===== config.mk =====
export PLATFORM = sky130hd
export DESIGN_NAME = sprite_move_engine
export DESIGN_NICKNAME = d
export VERILOG_FILES = /design/src/rtl/sprite_pkg.sv /design/src/rtl/frame_tick_gen.sv /design/src/rtl/sprite_move_engine.sv
export SDC_FILE = /design/constraint.sdc
export NUM_CORES = 1
export LEC_CHECK = 0
export ABC_CLOCK_PERIOD_IN_PS = 2300
export CAP_MARGIN = 20
export CELL_PAD_IN_SITES_DETAIL_PLACEMENT = 1
export CELL_PAD_IN_SITES_GLOBAL_PLACEMENT = 1
export CORE_ASPECT_RATIO = 1.1
export CORE_UTILIZATION = 40
export CTS_CLUSTER_DIAMETER = 150
export DETAILED_ROUTE_END_ITERATION = 10
export GPL_TIMING_DRIVEN = 0
export PLACE_DENSITY = 0.8
export SYNTH_ARGS = -nofsm -noshare
export SYNTH_HDL_FRONTEND = slang
export SYNTH_SLANG_ARGS = --single-unit

===== constraint.sdc =====
create_clock -name clock -period 2.3 [get_ports clock]
set_input_delay 0.46 -clock clock [delete_from_list [all_inputs] [get_ports clock]]
set_output_delay 0.46 -clock clock [all_outputs]
set_load 0.02 [all_outputs]

===== src/rtl/sprite_pkg.sv =====
// rtl/sprite_pkg.sv - state encodings and colour constants for the sprite move engine
package sprite_pkg;

  typedef enum logic [2:0] {
    S_CLEAR,
    S_IDLE,
    S_ERASE,
    S_UPDATE,
    S_DRAW
  } state_t;

  localparam logic [2:0] COLOUR_WHITE = 3'b111;
  localparam logic [2:0] COLOUR_BLACK = 3'b000;

endpackage


===== src/rtl/frame_tick_gen.sv =====
// rtl/frame_tick_gen.sv - free-running frame tick, one-cycle pulse every FRAME_DIV clocks
module frame_tick_gen #(
  parameter int FRAME_DIV = 833333
) (
  input  logic clock,
  input  logic reset,
  output logic tick
);

  localparam int CW = (FRAME_DIV > 1) ? $clog2(FRAME_DIV) : 1;

  logic [CW-1:0] count;

  always_ff @(posedge clock or posedge reset) begin
    if (reset) begin
      count <= CW'(FRAME_DIV - 1);
    end else if (count == '0) begin
      count <= CW'(FRAME_DIV - 1);
    end else begin
      count <= count - 1'b1;
    end
  end

  assign tick = (count == '0);

endmodule


===== src/rtl/sprite_move_engine.sv =====
// rtl/sprite_move_engine.sv - clear screen, then erase/move/redraw a rectangular sprite every frame tick
module sprite_move_engine
  import sprite_pkg::*;
#(
  parameter int         SCREEN_W  = 160,
  parameter int         SCREEN_H  = 120,
  parameter int         X_W       = 8,
  parameter int         Y_W       = 7,
  parameter int         SPR_W     = 16,
  parameter int         SPR_H     = 2,
  parameter int         START_X   = 76,
  parameter int         START_Y   = 110,
  parameter int         STEP      = 1,
  parameter int         FRAME_DIV = 833333,
  parameter logic [2:0] FG_COLOUR = COLOUR_WHITE,
  parameter logic [2:0] BG_COLOUR = COLOUR_BLACK
) (
  input  logic           clock,
  input  logic           reset,
  input  logic           move_left,
  input  logic           move_right,
  input  logic           move_up,
  input  logic           move_down,
  output logic [X_W-1:0] x,
  output logic [Y_W-1:0] y,
  output logic [2:0]     colour,
  output logic           plot,
  output logic [X_W-1:0] pos_x,
  output logic [Y_W-1:0] pos_y,
  output logic           busy,
  output logic           overrun
);

  state_t         state, state_next;
  logic [X_W-1:0] col, col_last;
  logic [Y_W-1:0] row, row_last;
  logic           sweeping, sweep_last;
  logic           frame_tick;

  logic [X_W:0]   right_sum;
  logic [Y_W:0]   down_sum;
  logic [X_W-1:0] pos_x_next;
  logic [Y_W-1:0] pos_y_next;

  logic [X_W-1:0] pix_x_next;
  logic [Y_W-1:0] pix_y_next;
  logic [2:0]     colour_next;
  logic           plot_next;

  frame_tick_gen #(
    .FRAME_DIV(FRAME_DIV)
  ) u_frame_tick (
    .clock(clock),
    .reset(reset),
    .tick (frame_tick)
  );

  // CLEAR sweeps the whole screen; ERASE and DRAW sweep the sprite footprint.
  always_comb begin
    col_last = X_W'(SPR_W - 1);
    row_last = Y_W'(SPR_H - 1);
    if (state == S_CLEAR) begin
      col_last = X_W'(SCREEN_W - 1);
      row_last = Y_W'(SCREEN_H - 1);
    end
    sweeping   = (state == S_CLEAR) || (state == S_ERASE) || (state == S_DRAW);
    sweep_last = (col == col_last) && (row == row_last);
  end

  // Clamped move; sums are one bit wider so the clamp sees the true value.
  always_comb begin
    right_sum  = {1'b0, pos_x} + (X_W+1)'(STEP);
    down_sum   = {1'b0, pos_y} + (Y_W+1)'(STEP);
    pos_x_next = pos_x;
    pos_y_next = pos_y;
    if (move_right && !move_left) begin
      pos_x_next = (right_sum > (X_W+1)'(SCREEN_W - SPR_W)) ? X_W'(SCREEN_W - SPR_W)
                                                              : right_sum[X_W-1:0];
    end else if (move_left && !move_right) begin
      pos_x_next = (pos_x < X_W'(STEP)) ? '0 : pos_x - X_W'(STEP);
    end
    if (move_down && !move_up) begin
      pos_y_next = (down_sum > (Y_W+1)'(SCREEN_H - SPR_H)) ? Y_W'(SCREEN_H - SPR_H)
                                                             : down_sum[Y_W-1:0];
    end else if (move_up && !move_down) begin
      pos_y_next = (pos_y < Y_W'(STEP)) ? '0 : pos_y - Y_W'(STEP);
    end
  end

  always_comb begin
    state_next  = state;
    plot_next   = 1'b0;
    colour_next = BG_COLOUR;
    pix_x_next  = pos_x + col;
    pix_y_next  = pos_y + row;
    case (state)
      S_CLEAR: begin
        plot_next  = 1'b1;
        pix_x_next = col;
        pix_y_next = row;
        if (sweep_last) state_next = S_DRAW;
      end
      S_IDLE: begin
        if (frame_tick) state_next = S_ERASE;
      end
      S_ERASE: begin
        plot_next = 1'b1;
        if (sweep_last) state_next = S_UPDATE;
      end
      S_UPDATE: begin
        state_next = S_DRAW;
      end
      S_DRAW: begin
        plot_next   = 1'b1;
        colour_next = FG_COLOUR;
        if (sweep_last) state_next = S_IDLE;
      end
      default: begin
        state_next = S_CLEAR;
      end
    endcase
  end

  always_ff @(posedge clock or posedge reset) begin
    if (reset) begin
      state <= S_CLEAR;
    end else begin
      state <= state_next;
    end
  end

  always_ff @(posedge clock or posedge reset) begin
    if (reset) begin
      col     <= '0;
      row     <= '0;
      x       <= '0;
      y       <= '0;
      colour  <= BG_COLOUR;
      plot    <= 1'b0;
      pos_x   <= X_W'(START_X);
      pos_y   <= Y_W'(START_Y);
      busy    <= 1'b1;
      overrun <= 1'b0;
    end else begin
      x      <= pix_x_next;
      y      <= pix_y_next;
      colour <= colour_next;
      plot   <= plot_next;
      busy   <= (state_next != S_IDLE);
      if (frame_tick && (state != S_IDLE)) begin
        overrun <= 1'b1;
      end
      if (state == S_UPDATE) begin
        pos_x <= pos_x_next;
        pos_y <= pos_y_next;
      end
      // Counters wrap to zero on the last pixel, ready for the next sweep.
      if (sweeping) begin
        if (col == col_last) begin
          col <= '0;
          row <= (row == row_last) ? '0 : row + 1'b1;
        end else begin
          col <= col + 1'b1;
        end
      end else begin
        col <= '0;
        row <= '0;
      end
    end
  end

endmodule


### Yosys cells after proc, flatten, opt, wreduce, memory -nomap -nowiden

Cells that the tools add are included.

| word-level totals | value |
|---|---|
| register bits | 74 |
| latch bits | 0 |
| RAM bits | 0 |
| bits in read-only memories | 0 |
| input port bits | 6 |
| output and inout port bits | 36 |
| memories kept | 0 |

| operators by class | value |
|---|---|
| $add $sub $neg | 9 |
| $mul | 0 |
| divide/modulo/power cells | 0 |
| $lt $le $gt $ge | 4 |
| equality and inequality tests | 9 |
| shift operators | 0 |
| mux-type cells | 25 |
| bitwise gates (word level) | 0 |
| reductions and logical operators | 19 |

Operators with widths:

| kind | number |
|---|---|
| 8-bit 2-to-1 mux | 8 |
| 7-bit 2-to-1 mux | 9 |
| 20-bit logical NOT | 1 |
| 20-bit 2-to-1 mux | 1 |
| 20-bit by 1-bit subtractor with 20-bit output (second input constant) | 1 |
| 3-bit 2-to-1 mux | 5 |
| 3-bit one-hot mux with 5 select lines | 1 |
| 8-bit by 1-bit adder with 9-bit output (second input constant) | 1 |
| 9-bit by 8-bit greater-than comparator with 1-bit output (second input constant) | 1 |
| 7-bit by 1-bit adder with 8-bit output (second input constant) | 1 |
| 8-bit by 1-bit adder with 8-bit output (second input constant) | 1 |
| 8-bit adder | 1 |
| 8-bit == test | 1 |
| 8-bit by 7-bit greater-than comparator with 1-bit output (second input constant) | 1 |
| 8-bit by 1-bit less-than comparator with 1-bit output (second input constant) | 1 |
| 8-bit by 1-bit subtractor with 8-bit output (second input constant) | 1 |
| 7-bit by 1-bit adder with 7-bit output (second input constant) | 1 |
| 7-bit adder | 1 |
| 7-bit == test | 1 |
| 7-bit by 1-bit less-than comparator with 1-bit output (second input constant) | 1 |
| 7-bit by 1-bit subtractor with 7-bit output (second input constant) | 1 |
| 3-bit by 2-bit == test with 1-bit output (second input constant) | 2 |
| 1-bit logical AND | 6 |
| 3-bit by 1-bit != test with 1-bit output (second input constant) | 2 |
| other kinds (10) | 16 |

### Logic depth before layout (Yosys ltp)

Gate-level depths: netlist of run 1.

| depth | value |
|---|---|
| word-level depth | 7 |
| depth in mapped cells | 9 |
| depth with buffers taken out | 9 |

### Modules after synthesis

From an unflattened synthesis of run 1, not the netlist that was laid out.

| second synthesis, totals | value |
|---|---|
| cell total of the unflattened synthesis | 520 |
| area, all modules | 4674.5 µm² |

Modules (own cells, without submodules):

| module | instances | cells each | area each (µm²) |
|---|---|---|---|
| sprite_move_engine | 1 | 422 | 3664.8 |
| frame_tick_gen | 1 | 98 | 1009.7 |

### Least setup slack after synthesis of run 1

OpenSTA, ideal clock, no wires.

| timing path | value |
|---|---|
| path kind | register to register |
| from | register pos_x[1] |
| to | register pos_x[6] |
| data arrival time | 2.339 ns |
| data required time | 2.221 ns |
| setup slack | -0.118 ns |
| cell stages (with the launch flop) | 9 |
| buffers on the path | 1 |
| period minus slack after synthesis | 2.418 ns |
| path through | dfrtp_1 ha_1 clkbuf_1 or3b_2 a21oi_1 a311o_1 a31oi_1 o221ai_1 a22o_1 |

| between the ends | value |
|---|---|
| cells in the longest elaborated chain, start to end | 4 |

Ends and longest elaborated chain:

| item | line | text |
|---|---|---|
| start, declared | sprite_move_engine.sv:28 | `output logic [X_W-1:0] pos_x,` |
| start signal, assigned | sprite_move_engine.sv:140 | `pos_x <= X_W'(START_X);` |
| start signal, assigned | sprite_move_engine.sv:154 | `pos_x <= pos_x_next;` |
| 8-bit by 1-bit adder with 9-bit output, or another cell as far along | sprite_move_engine.sv:72 | `right_sum = {1'b0, pos_x} + (X_W+1)'(STEP);` |
| 9-bit by 8-bit greater-than comparator with 1-bit output / 8-bit 2-to-1 mux (equally long branches) | sprite_move_engine.sv:77, sprite_move_engine.sv:80 |  |
| 8-bit 2-to-1 mux (on tied branches) | sprite_move_engine.sv:77, sprite_move_engine.sv:79 |  |
| 8-bit 2-to-1 mux * | sprite_move_engine.sv:76 | `if (move_right && !move_left) begin` |

Every way passes the cells marked *; elsewhere a longest branch is shown, timed or not. The select of a mux whose other input is x is not followed.
A chain may end at the register's enable or synchronous reset.

### Final worst setup path of run 1

| timing path | value |
|---|---|
| from | register u_frame_tick.count[2] |
| to | register u_frame_tick.count[17] |

| between the ends | value |
|---|---|
| cells in the longest elaborated chain, start to end | 2 |

Ends and longest elaborated chain:

| item | line | text |
|---|---|---|
| start, declared | frame_tick_gen.sv:12 | `logic [CW-1:0] count;` |
| start signal, assigned | frame_tick_gen.sv:16 | `count <= CW'(FRAME_DIV - 1);` |
| start signal, assigned | frame_tick_gen.sv:18 | `count <= CW'(FRAME_DIV - 1);` |
| start signal, assigned | frame_tick_gen.sv:20 | `count <= count - 1'b1;` |
| 20-bit by 1-bit subtractor with 20-bit output / 20-bit logical NOT (equally long branches) | frame_tick_gen.sv:20, frame_tick_gen.sv:17 |  |
| 20-bit 2-to-1 mux * | frame_tick_gen.sv:17 | `end else if (count == '0) begin` |

Every way passes the cells marked *; elsewhere a longest branch is shown, timed or not.

==> impl_metrics.csv, run 1 <==
group,metric,value,unit
run_status,outcome,"finished with violations",
run_status,failed_checks,"setup timing",
critical_path,path_buf_inv,0,
placement,dpl_cell_area,0.00508,sq mm
power_and_ir_drop,leakagePower,2.40,nW
clock_network,path_clk_slew,0.06,ns
cells_and_area,final_cell_mix,"48 x dfrtp_1, 45 x nor2_1, 41 x clkdlybuf4s50_1",
global_routing,grt_start_max_net_pins,73,
critical_path,critPathMaxStageDelay,0.43,ns
critical_path,worstSetupPathType,"flip-flop to flip-flop",
clock_network,cts_tree,"yes",
critical_path,cp_slowest_cell,"or4_4",
cells_and_area,nets,597,
cells_and_area,final_cell_count_no_fill,717,
placement,gp_congestion,0.854,
yosys,syn_area,0.00448,sq mm
yosys,ys.flop_type,"dfrtp_1",
critical_path,critPathLaunchType,"flip-flop",
power_and_ir_drop,vdd_ir_drop_max,0.330,mV
timing,fin_skew,0.00973,ns
yosys,seq_area_frac_synth,0.408,
timing,hold_ws,0.506,ns
global_routing,antenna_found_initial,0,
hold_path,hold_class,"flip-flop to flip-flop",
yosys,synth_cell_type_count,58,
drt,wl_met1,5860,um
yosys,yosysWarnings,0,
yosys,synthesis.nets,524,
drt,dr_wl_met2,6730,um
cells_and_area,final-seq-area,0.00183,sq mm
global_routing,grt_usage,0.241,
critical_path,required,2.57,ns
cells_and_area,design_area,0.00580,sq mm
drt,wl,13200,um
drt,routed_via_density,5.68,
die,row_count,40,
clock_network,clk_latency,0.34,ns
drt,met3_length,394,um
yosys,synth_edf_count,0,
cells_and_area,multi_input_area,0.00267,sq mm
cells_and_area,layout-drive-gt1-share,0.221,
cells_and_area,area_growth,29.5,%
hold_path,min_from,"u_frame_tick.count[4]",
drt,wl_per_cell,18.4,um
clock_network,cts_made_buffers,9,
drt,vias,4076,
global_routing,grt-ovfl-total,0,
cells_and_area,utilization,0.531,
die,coreArea,0.0109,sq mm
flow_run,drv_cap,0,
placement,portBuffers,41,
placement,dp_cells,680,
power_and_ir_drop,power_density,555,mW/mm^2
timing,slew-limit-headroom,0.401,
timing,postLayoutSetupSlackWorst,-0.0707,ns
clock_network,cts_sinks,72,
drt,drt_iter0_markers,183,
clock_network,htreeDepth,3,
timing,period_share,1.03,
clock_network,clockBufferDepth,2,
cells_and_area,fill_cells,1297,
critical_path,critPathTopFamily,"simple AND/OR/NAND/NOR gates",
critical_path,critPathMaxFanout,5,
yosys,synth-seq-cells,72,
timing,worst_pin_slew,0.899,ns
timing,rsz0062_at_grt,"yes",
die,io_pins,42,
timing,hold_viol_final,0,
critical_path,crit_arrival,2.64,ns
clock_network,cts_root_buf,"clkbuf_16",
die,dieArea,0.0116,sq mm
drt,first_pass_iters,4,
critical_path,path_common_cell,"or3_4",
cells_and_area,diodes,0,
critical_path,cp_cell_sequence,"or3_4 -> or4_4 -> or2_4 -> or3_4 -> or3_4 -> a21oi_2",
drt,drtAntennaViolNets,0,
drt,drc,0,
timing,setup_violations,1,
critical_path,cp-startpoint,"u_frame_tick.count[2]",
power_and_ir_drop,power,0.00322,W
placement,hpwl,8650,um
die,fp.dieW,103,um
die,die_y,113,um
global_routing,grt_pass1_vias,4291,
drt,top_layer_used,"met4",
cells_and_area,layout_commonest_cell,"dfrtp_1",
yosys,synth-async-reset-ratio,1.00,
timing,timing.fmax,0.422,GHz
critical_path,crit_path_end_kind,"flip-flop",
critical_path,regToRegStartpoint,"u_frame_tick.count[2]",
yosys,synth_area_per_cell,9.10,sq um
timing,min_period,2.37,ns
yosys,syn_inst,492,
timing,slew_violations,0,
die,start_util,0.410,
global_routing,grt_pass1_wl,21600,um
==> registers in the layout, summed over array words and instances, names as in the netlist <==
register	count
colour	1
state	3
row	7
pos_y	7
plot	1
busy	1
x	8
col	8
overrun	1
y	7
pos_x	8
u_frame_tick.count	20
==> area by class of cell <==
cell class,count,area share
buffer,18,0.0155
clock buffer,11,0.0419
clock inverter,5,0.0138
inverter,24,0.0164
multi-input combinational,374,0.461
sequential,72,0.316
tap,147,0.0317
timing repair buffer,66,0.103
==> timing repair <==
item,CTS,global route
hold buffers,0,0
pin swaps,10,12
buffers inserted,10,15
endpoints found under the setup margin,39,31
gates resized for setup,30,37
cloned,0,0
==> kinds of logic after synthesis <==
group,Yosys count,synth area share
mux,7,0.0173
compound gates,116,0.161
flops,72,0.408
xor+xnor,37,0.0724
simple gates,188,0.225
fa+ha+maj,26,0.0760
buf+inv,46,0.0402
==> path summary, 6_finish.rpt <==
check | endpoint | slack, ns | depth (start not counted)
max in group asynchronous | pos_y[0] | 0.98 | 2
min | u_frame_tick.count[4] | 0.51 | 1
min in group asynchronous | u_frame_tick.count[1] | 0.68 | 2
max | u_frame_tick.count[17] | -0.07 | 6
min reg2reg | u_frame_tick.count[4] | 0.51 | 1
max reg2reg | u_frame_tick.count[17] | -0.07 | 6
==> per-layer routing <==
| metal | global-route usage | up-vias |
|---|---|---|
| met5 | 0 | - |
| met3 | 0.0525 | 17 |
| met1 | 0.317 | 2087 |
| li1 | - | 1903 |
| met2 | 0.399 | 69 |
| met4 | 0.0676 | 0 |
==> worst register-to-register path, delay by kind of cell, from the launching register on <==
kind,cells,cell delay (ns)
flip-flops,1,0.39
AND/OR/NAND/NOR,5,1.77
AO/OA/AOI/OAI,1,0.13
==> synthesized netlist by cell type, types with 12 or more instances <==
cell type / instances / share of area
dfrtp_1: 52 / 0.29
nor2_1: 47 / 0.039
o21ai_0: 43 / 0.048
nand2_1: 33 / 0.028
xor2_1: 25 / 0.049
ha_1: 24 / 0.067
inv_1: 24 / 0.020
a21oi_1: 22 / 0.025
clkbuf_1: 20 / 0.017
dfstp_2: 20 / 0.12
nor3_1: 20 / 0.022
nand3_1: 14 / 0.016
xnor2_1: 12 / 0.023
==> through the flow <==
stage | worst slack (ns) | TNS [ns]
floorplan | -0.00816 | -0.0149
global placement | -1.24 | -78.62
detailed placement | -0.426 | -5.82
CTS | -0.0805 | -0.0805
global route | -0.125 | -0.486
finish | -0.0707 | -0.0707
==> report_power, final <==
part | internal (W) | leakage, nW | total, W | switching, W
clock network | 0.000978 | 0.152 | 0.00154 | 0.000559
registers | 0.00129 | 0.883 | 0.00133 | 0.0000354
logic | 0.000155 | 1.36 | 0.000355 | 0.000200
Power figures use the tool's default switching activity.
==> inputs of run 2 (changes only) <==
--- a/config.mk
+++ b/config.mk
@@ -15,6 +15,7 @@
 export DETAILED_ROUTE_END_ITERATION = 10
 export GPL_TIMING_DRIVEN = 0
 export PLACE_DENSITY = 0.8
+export SKIP_CTS_REPAIR_TIMING = 1
 export SYNTH_ARGS = -nofsm -noshare
 export SYNTH_HDL_FRONTEND = slang
 export SYNTH_SLANG_ARGS = --single-unit
==> run 2 against run 1 <==
  * Die area stayed put
  * The run still ends with setup timing left
  * Power decreased by 0.14%
  * Non-clock buffer count rose by 3
  * Sequential cell count did not move
  * Largest cell class unchanged
  * Sequential share of layout area barely moved
  * Sequential power is essentially flat
  * Critical path depth is the same
  * Global-route usage fell by 0.81 points
  * Design area about the same
==> impl_metrics.csv, run 2 (synthesis results as in run 1) <==
group,metric,value,unit
drt,routed_via_density,5.55,
die,coreArea,0.0109,sq mm
placement,hpwl,8650,um
timing,postLayoutSetupSlackWorst,-0.135,ns
critical_path,required,2.56,ns
cells_and_area,layout-drive-gt1-share,0.218,
power_and_ir_drop,intPower,0.00243,W
power_and_ir_drop,p_clk_frac,0.476,
timing,timing.fmax,0.411,GHz
cells_and_area,layout_commonest_cell,"dfrtp_1",
timing,tns,-0.148,ns
flow_run,drv_cap,0,
die,fp.dieW,103,um
cells_and_area,final_cell_count_no_fill,720,
cells_and_area,largest_register_ff_count,20,
placement,portBuffers,41,
cells_and_area,diodes,0,
cells_and_area,area_growth,29.5,%
timing,setup_violations,2,
critical_path,crit_arrival,2.70,ns
clock_network,clockBufferDepth,2,
power_and_ir_drop,vdd_ir_drop_max,0.320,mV
critical_path,critPathLaunchType,"flip-flop",
critical_path,worstRegToRegCells,6,
cells_and_area,final_cell_mix,"48 x dfrtp_1, 45 x nor2_1, 41 x clkdlybuf4s50_1",
power_and_ir_drop,combPwrFrac,0.109,
clock_network,cts_root_buf,"clkbuf_16",
placement,gp_congestion,0.854,
die,die_y,113,um
global_routing,grt_pass1_vias,4224,
critical_path,worstSetupPathType,"flip-flop to flip-flop",
cells_and_area,design_area,0.00580,sq mm
timing,rsz0062_at_grt,"yes",
cells_and_area,fill_cells,1292,
drt,vias,3994,
clock_network,clk_latency,0.34,ns
die,row_count,40,
cells_and_area,final-seq-area,0.00183,sq mm
global_routing,grt_start_max_net_pins,73,
power_and_ir_drop,switching_share,0.244,
timing,slew_violations,0,
cells_and_area,multi_input_area,0.00266,sq mm
global_routing,antenna_found_initial,0,
timing,period_share,1.06,
placement,dpl_cell_area,0.00508,sq mm
power_and_ir_drop,p_sw,0.000786,W
power_and_ir_drop,leakagePower,2.39,nW
die,io_pins,42,
power_and_ir_drop,power_density,554,mW/mm^2
cells_and_area,utilization,0.532,
timing,hold_viol_final,0,
drt,drt_iter0_markers,147,
run_status,failed_checks,"setup timing",
drt,first_pass_iters,4,
power_and_ir_drop,p_seq_frac,0.415,
timing,fin_skew,0.00996,ns
clock_network,cts_sinks,72,
clock_network,path_clk_slew,0.06,ns
die,start_util,0.410,
timing,min_period,2.44,ns
timing,slew-limit-headroom,0.399,
die,dieArea,0.0116,sq mm
drt,wl_per_cell,18.1,um
critical_path,crit_path_end_kind,"flip-flop",
drt,drtAntennaViolNets,0,
placement,dp_cells,680,
clock_network,htreeDepth,3,
hold_path,hold_class,"flip-flop to flip-flop",
global_routing,grt-ovfl-total,0,
run_status,outcome,"finished with violations",
critical_path,critPathMaxFanout,5,
clock_network,cts_tree,"yes",
global_routing,grt_pass1_wl,20900,um
cells_and_area,top_register,"u_frame_tick.count",
hold_path,hold_path_depth,1,
clock_network,cts_made_buffers,9,
cells_and_area,nets,600,
global_routing,grt_usage,0.233,
power_and_ir_drop,power,0.00322,W
timing,worst_pin_slew,0.901,ns
drt,wl,13000,um
drt,drc,0,
run 2: cell types whose count changed in the layout (fill, tap and decap cells not counted), moves of 2 or more:
cell and delta:
buf_4 +4, ha_1 -2, o21ai_1 +2, o21ai_2 -2
run 2: layer usage:
| layer | vias to the layer above | routed length, um | track usage |
|---|---|---|---|
| met4 | 0 | 140 | 0.0620 |
| met3 | 12 | 302 | 0.0506 |
| met2 | 47 | 6720 | 0.388 |
| met1 | 2031 | 5860 | 0.305 |
| met5 | - | 0 | 0 |
| li1 | 1904 | - | - |
run 2: final cells by class:
cell class / count / share of cell area
multi-input combinational: 374 / 0.458
clock inverter: 5 / 0.0138
inverter: 24 / 0.0166
tap: 147 / 0.0317
clock buffer: 11 / 0.0419
buffer: 18 / 0.0153
sequential: 72 / 0.316
timing repair buffer: 69 / 0.107
run 2: stage by stage:
step | hold WS [ns] | setup slack [ns]
CTS | 0.510 | -0.488
global placement | 0.484 | -1.24
finish | 0.503 | -0.135
floorplan | 0.473 | -0.00816
global route | 0.517 | -0.194
detailed placement | 0.494 | -0.426
run 2: power groups by stage:
stage | clock network [W] | registers [W] | logic [W]
2_1_floorplan | 0 | 0.00136 | 0.000163
3_5_place_dp | 0 | 0.00135 | 0.000277
3_3_place_gp | 0 | 0.00135 | 0.000263
6_report | 0.00153 | 0.00133 | 0.000352
5_1_grt | 0.00161 | 0.00134 | 0.000384
4_1_cts | 0.00156 | 0.00133 | 0.000280
run 2: worst max-delay path, stage by stage (launching register included):
cell and delay [ns]:
dfrtp_1 0.41, or3_4 0.38, or4_4 0.45, or2_4 0.26
or3_4 0.36, or3_1 0.34, a21oi_2 0.17
run 2: final timing paths:
path,from,to,slack (ns)
max in group asynchronous,reset,pos_x[0],0.96
setup reg to reg,u_frame_tick.count[3],u_frame_tick.count[17],-0.14
setup / recovery,u_frame_tick.count[3],u_frame_tick.count[17],-0.14
hold reg to reg,u_frame_tick.count[4],u_frame_tick.count[4],0.50
min in group asynchronous,reset,pos_x[7],0.67
hold / removal,u_frame_tick.count[4],u_frame_tick.count[4],0.50
==> patch 1 (config.mk and constraints of run 2) <==
The 5 states of `state_t` get a one-hot encoding in 5 bits.
--- a/src/rtl/sprite_pkg.sv
+++ b/src/rtl/sprite_pkg.sv
@@ -1,12 +1,12 @@
 // rtl/sprite_pkg.sv - state encodings and colour constants for the sprite move engine
 package sprite_pkg;
 
-  typedef enum logic [2:0] {
-    S_CLEAR,
-    S_IDLE,
-    S_ERASE,
-    S_UPDATE,
-    S_DRAW
+  typedef enum logic [4:0] {
+    S_CLEAR  = 5'b00001,
+    S_IDLE   = 5'b00010,
+    S_ERASE  = 5'b00100,
+    S_UPDATE = 5'b01000,
+    S_DRAW   = 5'b10000
   } state_t;
 
   localparam logic [2:0] COLOUR_WHITE = 3'b111;
Behaviour: no difference found for any inputs over 10 cycles, from zero or initial values and one cycle with reset high; not proved beyond that.
==> patch 1 against run 2 <==
  * The run still ends with negative setup slack left
  * Largest power group unchanged
  * Worst setup slack better by 0.066 ns
  * Die area increased by 2.6%
  * Area after synthesis up 2.7%
  * Sequential cell count rose by 2
  * Clock skew down 0.0034 ns
  * Cell area up 4.7%
  * Highest routed layer unchanged
  * Total power up 5.5%
  * Sequential share of layout area is 0.51 points lower
  * First-iteration DRC count rose by 18%
  * Routed wire length rose by 4.4%
==> patch 1: results (changes against run 2) <==
- Largest net degree at the start of global routing: 39 (was 73)
- Number of flip-flops in the largest register: 20 (unchanged)
- Vias in the first global route: 4411 (was 4224)
- Sequential cell area fraction in the yosys report: 40.9% (was 40.8%)
- Met1 Usage GRT: 27.5% (was 30.5%)
- Pre-antenna DRT Iters: 4 (unchanged)
- Count of final setup violators: 8 (was 2)
- Routed vias: 4225 (was 3994)
- Final Hold Fails: 0 (unchanged)
- Crit-path max cell delay: 0.57 ns (was 0.45 ns)
- Violated checks: negative setup slack (unchanged)
- Max VDD drop: 268 µV (was 320 µV)
- Gr usage total: 22.7% (was 23.3%)
- Antenna violations before repair: 0 (unchanged)
- IO Port Bufs: 41 (unchanged)
- Synth cell count leaders: nor2_1, dfrtp_1, nand2_1, a21oi_1, o21ai_0 (was dfrtp_1, nor2_1, o21ai_0, nand2_1, xor2_1)
- Layout cells sized above 1: 23.9% (was 21.8%)
- Met2 Use GR: 41.4% (was 38.8%)
- Clk slew on worst S/H paths: 0.06 ns (about the same)
- Final WS setup: -0.0690 ns (was -0.135 ns)
- 1st-iter DRT viols: 173 (was 147)
- Max Root-Sink Buffers: 2 (unchanged)
- Global-route wire length before repair: 21.7 mm (was 20.9 mm)
- Netlist cell types: 69 (was 58)
- Top FF cell, synth: dfrtp_1 (unchanged)
- # nets final: 625 (was 600)
- Final clock skew: 0.00657 ns (was 0.00996 ns)
- Lkg Pwr: 2.49 nW (was 2.39 nW)
- Leading post-synthesis cells by cell area: dfrtp_1, dfstp_2, ha_1, nor2_1, xnor2_1 (was dfrtp_1, dfstp_2, ha_1, xor2_1, o21ai_0)
- Max_slew headroom: 42.1% (was 39.9%)
- GP Congestion: 0.857 (was 0.854)
- CTS buffer count: 9 (unchanged)
- # fillers: 1259 (was 1292)
- CP max FO: 5 (unchanged)
- Status: finished with violations (unchanged)
- Congestion Overflow GR: 0 (unchanged)
- Mapped cell area: 4600 µm² (was 4480 µm²)
- Grt met3 use: 2.16% (was 5.06%)
- ANT cells: 0 (unchanged)
- Syn_nets: 549 (was 524)
- WL final: 13.6 mm (was 13.0 mm)
- Post-DP HPWL: 9.02 mm (was 8.65 mm)
- Worst hold-check path type: reg -> reg (unchanged)
- Root buf cell: clkbuf_16 (unchanged)
## patch 1: cell count changes in the layout (fill, tap and decap cells not counted), moves of 5 or more
cell,run 2,this run
nor2_1,45,63
o21ai_0,38,23
xnor2_1,12,20
nand3_1,14,21
xor2_1,25,19
a21oi_1,19,24
a31oi_1,6,1
nor2_4,0,5
nor3_1,19,14
nor3b_1,5,0
## patch 1: path summary, 6_finish.rpt
| check | start | end | slack (ns) | cells after the start |
|---|---|---|---|---|
| worst max-delay path | u_frame_tick.count[11] | state[1] | -0.07 | 6 |
| max in group asynchronous | reset | u_frame_tick.count[13] | 0.94 | 3 |
| min in group asynchronous | reset | pos_x[5] | 0.64 | 2 |
| worst min-delay path | overrun | overrun | 0.48 | 1 |
| worst max register to register | u_frame_tick.count[11] | state[1] | -0.07 | 6 |
| worst min register to register | overrun | overrun | 0.48 | 1 |
## patch 1: area by class of cell
| class | count | area, µm² | share of cell area (%) |
|---|---|---|---|
| plain buffers | 20 | 98.8 | 1.63 |
| flip-flops and latches | 74 | 1890 | 31.1 |
| clock buffers | 9 | 225 | 3.71 |
| clock inverters | 7 | 118 | 1.94 |
| repair buffers | 70 | 644 | 10.6 |
| inverters | 27 | 105 | 1.73 |
| multi-input cells | 391 | 2810 | 46.3 |
| well taps | 147 | 184 | 3.03 |
## patch 1: critical path: cells and delay by family, from the launching register on
kind,cells,cell delay (ns)
flip-flops,1,0.42
AND/OR/NAND/NOR,4,1.59
AO/OA/AOI/OAI,1,0.22
buffers and inverters,1,0.03
## patch 1: power breakdown
part           switching (W)  leakage, nW  internal (W)  total (W)
clock               0.000583        0.169       0.00106    0.00164
sequential         0.0000294        0.899       0.00133    0.00136
combinational       0.000225         1.42      0.000167   0.000392
total               0.000837         2.49       0.00255    0.00339
## patch 1: logic make-up after synthesis
group	Yosys count	share of synthesized area (%)
AO/OA/AOI/OAI	111	15.7
XOR/XNOR	39	7.43
adder cells (fa/ha/maj)	26	7.40
buffers and inverters	52	4.44
multiplexers	3	0.708
flip-flops	74	40.9
AND/OR/NAND/NOR	212	23.5
## patch 1: routing by layer
metal  vias to the layer above  share of wire [%]
met3                        19                1.4
met2                        59                 53
met5                         -                  0
li1                       1995                  -
met1                      2152                 44
met4                         0                1.8
## patch 1: stage by stage
| stage | setup TNS, ns | worst slack [ns] | util, % | cell area [µm²] | cells |
|---|---|---|---|---|---|
| floorplan | -0.0244 | -0.0244 | - | 4600 | 517 |
| global placement | -3.75 | -0.271 | 47.0 | 5200 | 705 |
| detailed placement | -6.21 | -0.353 | 47.2 | 5220 | 706 |
| CTS | -7.24 | -0.388 | 50.3 | 5560 | 722 |
| global route | -1.75 | -0.164 | 54.9 | 6070 | 745 |
| finish | -0.450 | -0.0690 | 54.9 | 6070 | 745 |
==> patch 2 (config.mk and constraints of run 2) <==
Made on the original files. `FRAME_DIV` is set to 833333 in 2 places; all go to 1666666.
--- a/src/rtl/frame_tick_gen.sv
+++ b/src/rtl/frame_tick_gen.sv
@@ -1,6 +1,6 @@
 // rtl/frame_tick_gen.sv - free-running frame tick, one-cycle pulse every FRAME_DIV clocks
 module frame_tick_gen #(
-  parameter int FRAME_DIV = 833333
+  parameter int FRAME_DIV = 1666666
 ) (
   input  logic clock,
   input  logic reset,
--- a/src/rtl/sprite_move_engine.sv
+++ b/src/rtl/sprite_move_engine.sv
@@ -11,7 +11,7 @@
   parameter int         START_X   = 76,
   parameter int         START_Y   = 110,
   parameter int         STEP      = 1,
-  parameter int         FRAME_DIV = 833333,
+  parameter int         FRAME_DIV = 1666666,
   parameter logic [2:0] FG_COLOUR = COLOUR_WHITE,
   parameter logic [2:0] BG_COLOUR = COLOUR_BLACK
 ) (
Function: same outputs for any inputs over 10 cycles, from zero or initial values and one cycle with reset high; that may be too few to reach the edited logic, so the function may still have changed.
==> patch 2 against run 2 <==
  * The run still ends with negative setup slack left
  * Hold slack lost 0.018 ns
  * Sequential share of layout area grew 0.45 points
  * Worst setup slack lost 0.097 ns
  * Count of clock-buffer cells in the layout is the same
  * Sequential cell count grew 1
  * Total power shrank 0.68%
  * Routed wire length grew 2.6%
  * Core utilization is essentially flat
  * Non-clock buffer count shrank 2
  * Cell area is essentially flat
  * Area after synthesis is essentially flat
  * Via count shrank 0.15%
  * Critical path type unchanged
  * Critical endpoint is now state[1]
  * Largest cell class unchanged
  * Highest routed layer unchanged
==> patch 2: results (changes against run 2) <==
- Status: finished with violations (unchanged)
- Violated checks: negative setup slack (unchanged)
- Layout cells sized above 1: 20.0% (was 21.8%)
- Synth Area in Compound Gates: 15.4% (was 16.1%)
- Final clock skew: 0.00838 ns (was 0.00996 ns)
- Slowest CP cell: or4_4 (unchanged)
- Place WS: -0.567 ns (was -0.426 ns)
- Final WS setup: -0.232 ns (was -0.135 ns)
- Non-Filler Instances: 722 (was 720)
- Gr usage total: 23.2% (was 23.3%)
- Fin Hold WS: 0.485 ns (was 0.503 ns)
- Fraction of the mapped netlist area in adder cells: 7.60% (about the same)
- Worst EP arrival: 2.80 ns (was 2.70 ns)
- Worst R2R End: state[1] (was u_frame_tick.count[17])
- Pre-antenna DRT Iters: 4 (unchanged)
- # nets final: 602 (was 600)
- Hold Startpoint: u_frame_tick.count[0] (was u_frame_tick.count[4])
- Sequential cell area fraction in the yosys report: 41.4% (was 40.8%)
- # placed instances: 687 (was 680)
- CP max FO: 5 (unchanged)
- 1st-iter DRT viols: 166 (was 147)
- Leading post-synthesis cells by cell area: dfrtp_1, dfstp_2, ha_1, o21ai_0, xor2_1 (was dfrtp_1, dfstp_2, ha_1, xor2_1, o21ai_0)
- Largest net degree at the start of global routing: 42 (was 73)
- Netlist cell types: 56 (was 58)
- Root buf cell: clkbuf_16 (unchanged)
- Final TNS setup: -1.81 ns (was -0.148 ns)
- Syn_nets: 530 (was 524)
- Number of flip-flops in the largest register: 21 (was 20)
- Hold endpoint: u_frame_tick.count[0] (was u_frame_tick.count[4])
- Global-route wire length before repair: 20.8 mm (was 20.9 mm)
- Post-synthesis cell count: 498 (was 492)
- Crit-path max cell delay: 0.57 ns (was 0.45 ns)
- Post-DP HPWL: 8.54 mm (was 8.65 mm)
- Vias in the first global route: 4219 (was 4224)
- Average routed wire per standard cell: 18.5 µm (was 18.1 µm)
- Multiplexer share of the synthesized area: 2.12% (was 1.73%)
- Synth cell count leaders: dfrtp_1, nor2_1, nand2_1, o21ai_0, inv_1 (was dfrtp_1, nor2_1, o21ai_0, nand2_1, xor2_1)
- XOR/XNOR Fraction of Synth Area: 7.43% (was 7.24%)
- Max VDD drop: 279 µV (was 320 µV)
- Worst r2r src: u_frame_tick.count[3] (unchanged)
- Worst Tran Pin Value: 0.610 ns (was 0.901 ns)
- Lkg Pwr: 2.42 nW (was 2.39 nW)
- Post-DR vias/cell: 5.52 (was 5.55)
- # fillers: 1278 (was 1292)
- Post-place instance area: 5100 µm² (was 5080 µm²)
- Count of final setup violators: 17 (was 2)
patch 2: cell count changes in the layout (fill, tap and decap cells not counted), sizes merged, moves of 4 or more:
| cell | change |
|---|---|
| a31oi | -4 |
| mux2i | +4 |
| or2 | -5 |
| nor3 | -5 |
| or3 | -4 |
| nand2 | +13 |
| xnor2 | +4 |
patch 2: how the worst max path moves through the flow:
stage                     depth (start not counted)       end                   from
final                                             6  state[1]  u_frame_tick.count[3]
after global routing                              6  state[1]  u_frame_tick.count[3]
after CTS                                         8    row[5]               state[1]
after detailed placement                          8    row[5]               state[1]
after global placement                            2      y[0]                  reset
after floorplan                                   7  state[1]  u_frame_tick.count[9]
patch 2: cell type report:
| type | instances | area (µm²) | area share (%) |
|---|---|---|---|
| Sequential cell | 73 | 1860 | 32.0 |
| Clock buffer | 11 | 243 | 4.18 |
| Tap cell | 147 | 184 | 3.17 |
| Inverter | 26 | 103 | 1.77 |
| Clock inverter | 5 | 78.8 | 1.36 |
| Timing Repair Buffer | 65 | 616 | 10.6 |
| Multi-Input combinational cell | 375 | 2620 | 45.2 |
| Buffer | 20 | 98.8 | 1.70 |
patch 2: cell families after synthesis:
| kind of cell | after synthesis |
|---|---|
| and+or+nand+nor | 189 |
| AOI/OAI and AO/OA | 113 |
| DFF | 73 |
| buffers and inverters | 50 |
| xor gates and xnor gates | 38 |
| adders and majority gates | 26 |
| muxes | 9 |
patch 2: per-layer routing:
layer / GRT usage (%) / wire (µm)
met3: 2.66 / 204
met1: 29.4 / 5730
met2: 40.0 / 7200
met4: 9.11 / 230
met5: 0 / 0
patch 2: power breakdown:
group	total, W	internal [W]	switching, W
clock network	0.00154	0.000978	0.000562
registers	0.00133	0.00130	0.0000265
logic	0.000325	0.000136	0.000188
total	0.00319	0.00242	0.000777
